File: src/rtl/tbots_arb_pkg.sv
// Shared types and default sizing for the arbitrated SPI port.
package tbots_arb_pkg;

    localparam int unsigned DEF_WIDTH   = 5;
    localparam int unsigned DEF_DATA_W  = 16;
    localparam int unsigned DEF_CLK_DIV = 4;

    typedef enum logic [1:0] {
        ST_IDLE    = 2'd0,
        ST_SHIFT   = 2'd1,
        ST_DONE    = 2'd2,
        ST_RELEASE = 2'd3
    } arb_state_e;

endpackage

File: src/rtl/spi_clk_div.sv
// SCLK divider: emits one-cycle rise/fall ticks every CLK_DIV cycles while enabled.
module spi_clk_div #(
    parameter int unsigned CLK_DIV = 4
) (
    input  logic hostCLK,
    input  logic reset,
    input  logic en,
    output logic rise_tick_c,
    output logic fall_tick_c
);

    localparam int unsigned CNT_W = 8;

    logic [CNT_W-1:0] div_cnt;
    logic             phase;
    logic             tick_c;

    // phase=0 means the next tick raises sclk
    assign tick_c      = en && (div_cnt == CNT_W'(CLK_DIV - 1));
    assign rise_tick_c = tick_c && !phase;
    assign fall_tick_c = tick_c && phase;

    always_ff @(posedge hostCLK or posedge reset) begin
        if (reset) begin
            div_cnt <= '0;
            phase   <= 1'b0;
        end else if (!en) begin
            div_cnt <= '0;
            phase   <= 1'b0;
        end else if (tick_c) begin
            div_cnt <= '0;
            phase   <= !phase;
        end else begin
            div_cnt <= div_cnt + 1'b1;
        end
    end

endmodule

File: src/rtl/arb_spi_port.sv
// SPI mode-0 master shared by round-robin arbitrated users.
// Optional sticky multi-hot grant check enabled by macro ARB_SPI_GRANT_CHECK_EN.
module arb_spi_port
    import tbots_arb_pkg::*;
#(
    parameter int unsigned WIDTH   = DEF_WIDTH,
    parameter int unsigned DATA_W  = DEF_DATA_W,
    parameter int unsigned CLK_DIV = DEF_CLK_DIV
) (
    input  logic                    hostCLK,
    input  logic                    reset,
    input  logic [WIDTH-1:0]        grant,
    input  logic [WIDTH*DATA_W-1:0] tx_data,
    output logic [DATA_W-1:0]       rx_data,
    output logic [WIDTH-1:0]        done,
    output logic                    busy,
    output logic                    sclk,
    output logic                    mosi,
    output logic                    cs_n,
    input  logic                    miso
`ifdef ARB_SPI_GRANT_CHECK_EN
    ,
    output logic                    grant_err
`endif
);

    localparam int unsigned OWN_W = (WIDTH > 1) ? $clog2(WIDTH) : 1;
    localparam int unsigned BIT_W = (DATA_W > 1) ? $clog2(DATA_W) : 1;

    arb_state_e        state, state_nxt;
    logic [OWN_W-1:0]  owner, owner_nxt;
    logic [DATA_W-1:0] tx_shift, tx_shift_nxt;
    logic [DATA_W-1:0] rx_shift, rx_shift_nxt;
    logic [BIT_W-1:0]  bit_cnt, bit_cnt_nxt;
    logic [DATA_W-1:0] rx_data_nxt;
    logic [WIDTH-1:0]  done_nxt;
    logic              busy_nxt, sclk_nxt, mosi_nxt, cs_n_nxt;

    logic [OWN_W-1:0]  sel_idx_c;
    logic [DATA_W-1:0] sel_word_c;
    logic              rise_tick_c, fall_tick_c;

    spi_clk_div #(
        .CLK_DIV (CLK_DIV)
    ) u_clk_div (
        .hostCLK     (hostCLK),
        .reset       (reset),
        .en          (state == ST_SHIFT),
        .rise_tick_c (rise_tick_c),
        .fall_tick_c (fall_tick_c)
    );

    // Lowest set grant index wins; descending scan lets the lowest overwrite.
    always_comb begin
        sel_idx_c  = '0;
        sel_word_c = '0;
        for (int i = WIDTH - 1; i >= 0; i--) begin
            if (grant[i]) begin
                sel_idx_c  = OWN_W'(i);
                sel_word_c = tx_data[i*DATA_W +: DATA_W];
            end
        end
    end

    always_ff @(posedge hostCLK or posedge reset) begin
        if (reset) begin
            state    <= ST_IDLE;
            owner    <= '0;
            tx_shift <= '0;
            rx_shift <= '0;
            bit_cnt  <= '0;
            rx_data  <= '0;
            done     <= '0;
            busy     <= 1'b0;
            sclk     <= 1'b0;
            mosi     <= 1'b0;
            cs_n     <= 1'b1;
        end else begin
            state    <= state_nxt;
            owner    <= owner_nxt;
            tx_shift <= tx_shift_nxt;
            rx_shift <= rx_shift_nxt;
            bit_cnt  <= bit_cnt_nxt;
            rx_data  <= rx_data_nxt;
            done     <= done_nxt;
            busy     <= busy_nxt;
            sclk     <= sclk_nxt;
            mosi     <= mosi_nxt;
            cs_n     <= cs_n_nxt;
        end
    end

    // Outputs are registered from the decoded next state.
    always_comb begin
        state_nxt    = state;
        owner_nxt    = owner;
        tx_shift_nxt = tx_shift;
        rx_shift_nxt = rx_shift;
        bit_cnt_nxt  = bit_cnt;
        rx_data_nxt  = rx_data;
        done_nxt     = '0;
        sclk_nxt     = sclk;
        mosi_nxt     = mosi;
        cs_n_nxt     = cs_n;

        unique case (state)
            ST_IDLE: begin
                sclk_nxt = 1'b0;
                cs_n_nxt = 1'b1;
                mosi_nxt = 1'b0;
                if (|grant) begin
                    owner_nxt    = sel_idx_c;
                    tx_shift_nxt = sel_word_c;
                    rx_shift_nxt = '0;
                    bit_cnt_nxt  = '0;
                    mosi_nxt     = sel_word_c[DATA_W-1];
                    cs_n_nxt     = 1'b0;
                    state_nxt    = ST_SHIFT;
                end
            end
            ST_SHIFT: begin
                if (!grant[owner]) begin
                    // owner withdrew: abort silently
                    state_nxt = ST_IDLE;
                    cs_n_nxt  = 1'b1;
                    sclk_nxt  = 1'b0;
                    mosi_nxt  = 1'b0;
                end else if (rise_tick_c) begin
                    sclk_nxt     = 1'b1;
                    rx_shift_nxt = {rx_shift[DATA_W-2:0], miso};
                end else if (fall_tick_c) begin
                    sclk_nxt = 1'b0;
                    if (bit_cnt == BIT_W'(DATA_W - 1)) begin
                        state_nxt       = ST_DONE;
                        cs_n_nxt        = 1'b1;
                        mosi_nxt        = 1'b0;
                        rx_data_nxt     = rx_shift;
                        done_nxt[owner] = 1'b1;
                    end else begin
                        bit_cnt_nxt  = bit_cnt + 1'b1;
                        tx_shift_nxt = {tx_shift[DATA_W-2:0], 1'b0};
                        mosi_nxt     = tx_shift[DATA_W-2];
                    end
                end
            end
            ST_DONE: begin
                state_nxt = ST_RELEASE;
            end
            ST_RELEASE: begin
                if (!grant[owner]) begin
                    state_nxt = ST_IDLE;
                end
            end
            default: begin
                state_nxt = ST_IDLE;
            end
        endcase

        busy_nxt = (state_nxt != ST_IDLE);
    end

`ifdef ARB_SPI_GRANT_CHECK_EN
    // Sticky flag for more than one grant bit high in any cycle.
    always_ff @(posedge hostCLK or posedge reset) begin
        if (reset) begin
            grant_err <= 1'b0;
        end else if ((grant & (grant - 1'b1)) != '0) begin
            grant_err <= 1'b1;
        end
    end
`endif

endmodule

File: config.mk
export PLATFORM = sky130hd
export DESIGN_NAME = arb_spi_port
export DESIGN_NICKNAME = d
export VERILOG_FILES = /design/src/rtl/tbots_arb_pkg.sv /design/src/rtl/spi_clk_div.sv /design/src/rtl/arb_spi_port.sv
export SDC_FILE = /design/constraint.sdc
export NUM_CORES = 1
export LEC_CHECK = 0
export CORE_ASPECT_RATIO = 0.8
export CORE_UTILIZATION = 30
export CTS_CLUSTER_SIZE = 30
export DETAILED_ROUTE_END_ITERATION = 10
export GPL_TIMING_DRIVEN = 0
export SYNTH_ARGS = -nofsm -noshare
export SYNTH_HDL_FRONTEND = slang
export SYNTH_SLANG_ARGS = --single-unit
File: constraint.sdc
create_clock -name hostCLK -period 6.45 [get_ports hostCLK]
set_clock_uncertainty 0.2 [all_clocks]
set_input_delay 0.9675 -clock hostCLK [delete_from_list [all_inputs] [get_ports hostCLK]]
set_output_delay 0.9675 -clock hostCLK [all_outputs]
set_load 0.01 [all_outputs]
; ---- Word level (Yosys, flattened, before mapping)
; Cells that the tools add are included.
[totals]
ff_bits = 74
inputBits = 88
output_inout_bits = 25
word_cells = 112
[classes]
addsub = 2
order_cmp = 2
n_eq_ne = 16
n_mux = 62
n_bitwise = 1
reduce_logical = 16
[op_table]
columns = operator, n
row1 = 2-to-1 mux 16 bit, 8
row2 = 2-to-1 mux 15 bit, 5
row3 = case mux 16 bit (2 select lines), 1
row4 = case mux 15 bit (2 select lines), 1
row5 = 2-to-1 mux 5 bit, 5
row6 = 2-to-1 mux 4 bit, 5
row7 = 2-to-1 mux 1 bit, 17
row8 = 2-to-1 mux 8 bit, 2
row9 = 2-to-1 mux 3 bit, 5
row10 = "!= test 2 bit, second input constant", 7
row11 = 2-to-1 mux 2 bit, 6
row12 = "!= test 3 bit, second input constant", 3
row13 = "adder 8 x 1 -> 8 bit, second input constant", 1
row14 = "equality test 8 x 2 -> 1 bit, second input constant", 1
row15 = case mux 2 bit (4 select lines), 1
row16 = case mux 4 bit (2 select lines), 1
row17 = AND reduction 4 bit, 2
row18 = case mux 1 bit (2 select lines), 3
row19 = AND reduction 6 bit, 1
row20 = AND reduction 5 bit, 1
row21 = OR reduction 5 bit, 1
row22 = "adder 4 x 1 -> 4 bit, second input constant", 1
row23 = "equality test 2 bit, second input constant", 2
row24 = "equality test 4 bit, second input constant", 1
row25 = other kinds (13), 18

; ---- Longest topological paths before layout
[logic_depth]
word_depth = 9
ltp_mapped = 8
depth_no_buf = 6

; ---- By module
; From an unflattened synthesis, not the netlist that was laid out.
[hier_totals]
hier_cells = 373
area_unflattened_um2 = 3862.5
[modules_own_cells]
columns = module, n_inst, cells_per_inst, area_each_um2, seq_area_each_um2
row1 = arb_spi_port, 1, 327, 3420.8, 1627.8
row2 = spi_clk_div, 1, 46, 441.7, 225.2

; ---- Worst setup path after synthesis
; No wires, ideal clock.
[synth_timing]
kind = input to register
from = input port grant[0]
to = register tx_shift[13]
arrival_time_ns = 2.426
required_ns = 6.124
slack_ns = 3.697
path_stages = 6
cell_sequence = clkbuf_1 > mux2_2 > nand3_1 > a311o_1 > buf_2 > a311o_1
[synth_via]
elab_chain_cells = 4
[synth_rtl]
columns = item, line
row1 = "start, declared", arb_spi_port.sv:12  ; input logic [WIDTH-1:0] grant,
row2 = binary-select mux 1 bit (select 3 bit), arb_spi_port.sv:122  ; if (!grant[owner]) begin
row3 = 2-to-1 mux 1 bit (not written as such), arb_spi_port.sv:122
row4 = != test 2 bit (no source line), n/a
row5 = AND reduction 6 bit (no source line), n/a
row6 = "end signal, assigned", arb_spi_port.sv:81  ; tx_shift <= tx_shift_nxt;
row7 = "end, declared", arb_spi_port.sv:32  ; logic [DATA_W-1:0] tx_shift, tx_shift_nxt;
; Parallel ways exist; a longest one is shown, timed or not. The select of a mux whose other input is x is not followed.
; A chain may end at the register's enable or synchronous reset.

; ---- Final worst setup path
[layout_timing]
from = input port grant[2]
to = register tx_shift[13]
[layout_via]
elab_chain_cells = 5
[layout_rtl]
columns = item
row1 = branches (longest 5 deep; another with AND reduction 6 bit)
; Several ways; the timed one is not identified. The select of a mux whose other input is x is not followed.

==> reports/metrics.yaml <==
clock_network:
  ctsHoldBuffers: 0
  cts_sinks: 74
  htree_levels: 3
  cts-resized-gates: 0
  path_clk_slew_ps: 60
  cts_buffers: 9
  cts_tree: "built"
  postCtsSetupBuffers: 0
  root_buffer: "clkbuf_16"
  clockBufferDepth: 2
  clk_latency_ps: 340
synthesis:
  syn_inst: 353
  yosysUniqueCellTypes: 47
  synthTopCellsByArea: "dfrtp_1 (50%), mux2_2 (5.3%), a222oi_1 (4.4%), nand3_1 (3.7%), o21ai_0 (3.4%)"
  yosysSeqAreaShare: 0.510
  synth.top_cell.area_share: 0.503
  synth.cell_area_mm2: 0.00363
  synth_xor_area_frac: 0.0193
  synth-simple-area-share: 0.134
  synth_top_family_by_area: "compound AO/OA/AOI/OAI gates"
  yosysTopAreaCell: "dfrtp_1"
  synth_compound_area_frac: 0.231
  syn-num-nets: 443
  yosysWarnings: 0
  synth-seq-cells: 74
  synthAdderAreaFrac: 0.00688
  muxShareOfSynthArea: 0.0582
  syn_area_per_cell_um2: 10.3
route:
  viasPerCell: 5.35
  num_vias: 3364
  drt-wirelength-per-cell_um: 16.5
  dr.pass1.iters: 8
  drc: 0
  drt_iter0_drc: 311
  wl_um: 10400
  ant_nets: 0
pwr:
  total_power_mw: 1.63
  p_leak_nw: 2.14
  p_per_area_mw_per_mm2: 308
  peakVddDrop_uv: 164
setup_path:
  rr_endpoint: "tx_shift[13]"
  endpoint_kind: "register"
  reg2reg_depth: 6
  crit_path_frequent_cell: "clkbuf_1"
  worst-setup-path-type: "in2reg"
  crit_end: "tx_shift[13]"
  timing.rr.start: "owner[1]"
  worstSetupStartpointType: "input pin"
  slowest_delay_ps: 480
  cp_data_required_time_ps: 6470
  crit_start: "grant[2]"
  crit_fanout: 10
  r2r_slack_ps: 3930
  crit_arrival_ps: 3330
  crit_chain: "clkdlybuf4s50_1 > clkbuf_1 > nor2b_1 > clkbuf_1 > clkbuf_1 > a222oi_1 > a211oi_1 > a311o_1"
  crit_slowest_cell: "clkdlybuf4s50_1"
sta:
  maxSlewHeadroom: 0.631
  finalCritPeriodShare: 0.513
  fin_crit_ps: 3310
  drv_slew: 0
  rsz0062_at_grt: "no"
  fmax_mhz: 302
  hold_viol: 0
  finalSetupViolations: 0
  worst_pin_slew_ps: 553
  setup_tns_ps: 0
global_route:
  grt_start_max_net_pins: 43
  grt_pass1_vias: 3313
  antenna_found_initial: 0
  grt_overflow_total: 0
  grt_pass1_wl_um: 17100
  grtUsageTotal: 0.174
final_layout:
  layout_commonest_cell: "clkdlybuf4s50_1"
  final_cells: 629
  drive_above_1_share: 0.110
  layout_common_cells: "clkdlybuf4s50_1 (111), dfrtp_1 (73), nand3_1 (27), nand2_1 (26), o21ai_0 (25)"
  fillCellCount: 1113
  num_antenna_cells: 0
  nNetsFinal: 566
  area_growth_pct: 45.3
worst_hold_path:
  min_path_type: "reg2reg"
placed_design:
  dpl.cell_count: 613
  dp_hpwl_um: 7860
  gp_congestion: 0.814
  port_buffers: 111
job:
  drv_cap: 0
floorplan:
  design.core.area_mm2: 0.0116
  dieArea_mm2: 0.0126
  start_util: 0.312
  pin_count: 113
  num_rows: 35
  die_h_um: 100
  die_w_um: 125
outcome:
  run_status: "completed"
## how the worst min path moves through the flow
stage / endpoint / depth (start not counted) / slack, ps / start
floorplan: u_clk_div.div_cnt[0] / 1 / 250 / u_clk_div.div_cnt[0]
global placement: tx_shift[10] / 1 / 270 / tx_shift[10]
CTS: tx_shift[10] / 1 / 290 / tx_shift[10]
finish: tx_shift[10] / 1 / 290 / tx_shift[10]
global route: tx_shift[11] / 1 / 310 / tx_shift[11]
detailed placement: tx_shift[4] / 1 / 280 / tx_shift[4]
## critical path: cells and delay by family
kind / cells / cell delay (ps)
buffers and inverters: 4 / 1380
AO/OA/AOI/OAI: 3 / 880
AND/OR/NAND/NOR: 1 / 90
## state kept, by name (all words and copies together) (netlist names)
register	flops
u_clk_div.phase	1
rx_shift	16
bit_cnt	4
state	2
cs_n	1
done	5
busy	1
tx_shift	15
mosi	1
rx_data	16
owner	3
u_clk_div.div_cnt	8
sclk	1
## area by class of cell
type / instances / area, um2 / share of cell area
buffer: 27 / 118 / 0.0223
tap: 148 / 185 / 0.0351
clock inverter: 6 / 90.1 / 0.0171
sequential: 74 / 1850 / 0.351
timing repair buffer: 112 / 1130 / 0.214
clock buffer: 10 / 239 / 0.0452
multi-input combinational: 244 / 1630 / 0.309
inverter: 8 / 32.5 / 0.00616
## kinds of logic after synthesis
| logic type | Yosys count |
|---|---|
| adders and majority gates | 2 |
| and+or+nand+nor | 95 |
| xor gates and xnor gates | 8 |
| DFF | 74 |
| AOI/OAI and AO/OA | 120 |
| buffers and inverters | 35 |
| muxes | 19 |
## cell usage after synthesis (all sizes together)
cell    count
a211oi      2
a21o        1
a21oi      24
a222oi     16
a311o       3
a311oi      1
a31oi       1
a32o        1
and2        1
and3        4
buf        10
clkbuf     17
dfrtp      73
dfstp       1
ha          2
inv         8
mux2       17
mux2i       2
nand2      26
nand2b      4
nand3      27
nor2       15
nor2b       2
nor3        1
nor3b       4
nor4        5
nor4b       1
nor4bb      1
o211a       1
o21a       14
o21ai      26
o221ai      2
o22a       13
o22ai      13
o311ai      1
o41ai       1
or2         1
or3         3
xnor2       3
xor2        5
## metal layers
| metal | vias up | part of all wire | track usage |
|---|---|---|---|
| met2 | 86 | 0.46 | 0.275 |
| met1 | 1680 | 0.48 | 0.234 |
| met3 | 12 | 0.047 | 0.0446 |
| met4 | 0 | 0.013 | 0.0563 |
| met5 | - | 0 | 0 |
| li1 | 1586 | - | - |
## through the flow
step / instance area [um2] / util / setup WS (ps) / hold slack [ps]
finish: 5280 / 0.453 / 3140 / 291
global route: 5280 / 0.453 / 3010 / 309
CTS: 5280 / 0.453 / 3170 / 294
detailed placement: 4950 / 0.425 / 2830 / 280
global placement: 4930 / 0.423 / 2130 / 274
floorplan: 3630 / - / 3400 / 248
## power breakdown
part           switching (mW)  internal [mW]  total, mW
clock network           0.196          0.350      0.546
registers              0.0477          0.545      0.592
logic                   0.271          0.216      0.487
Power figures use the tool's default switching activity.
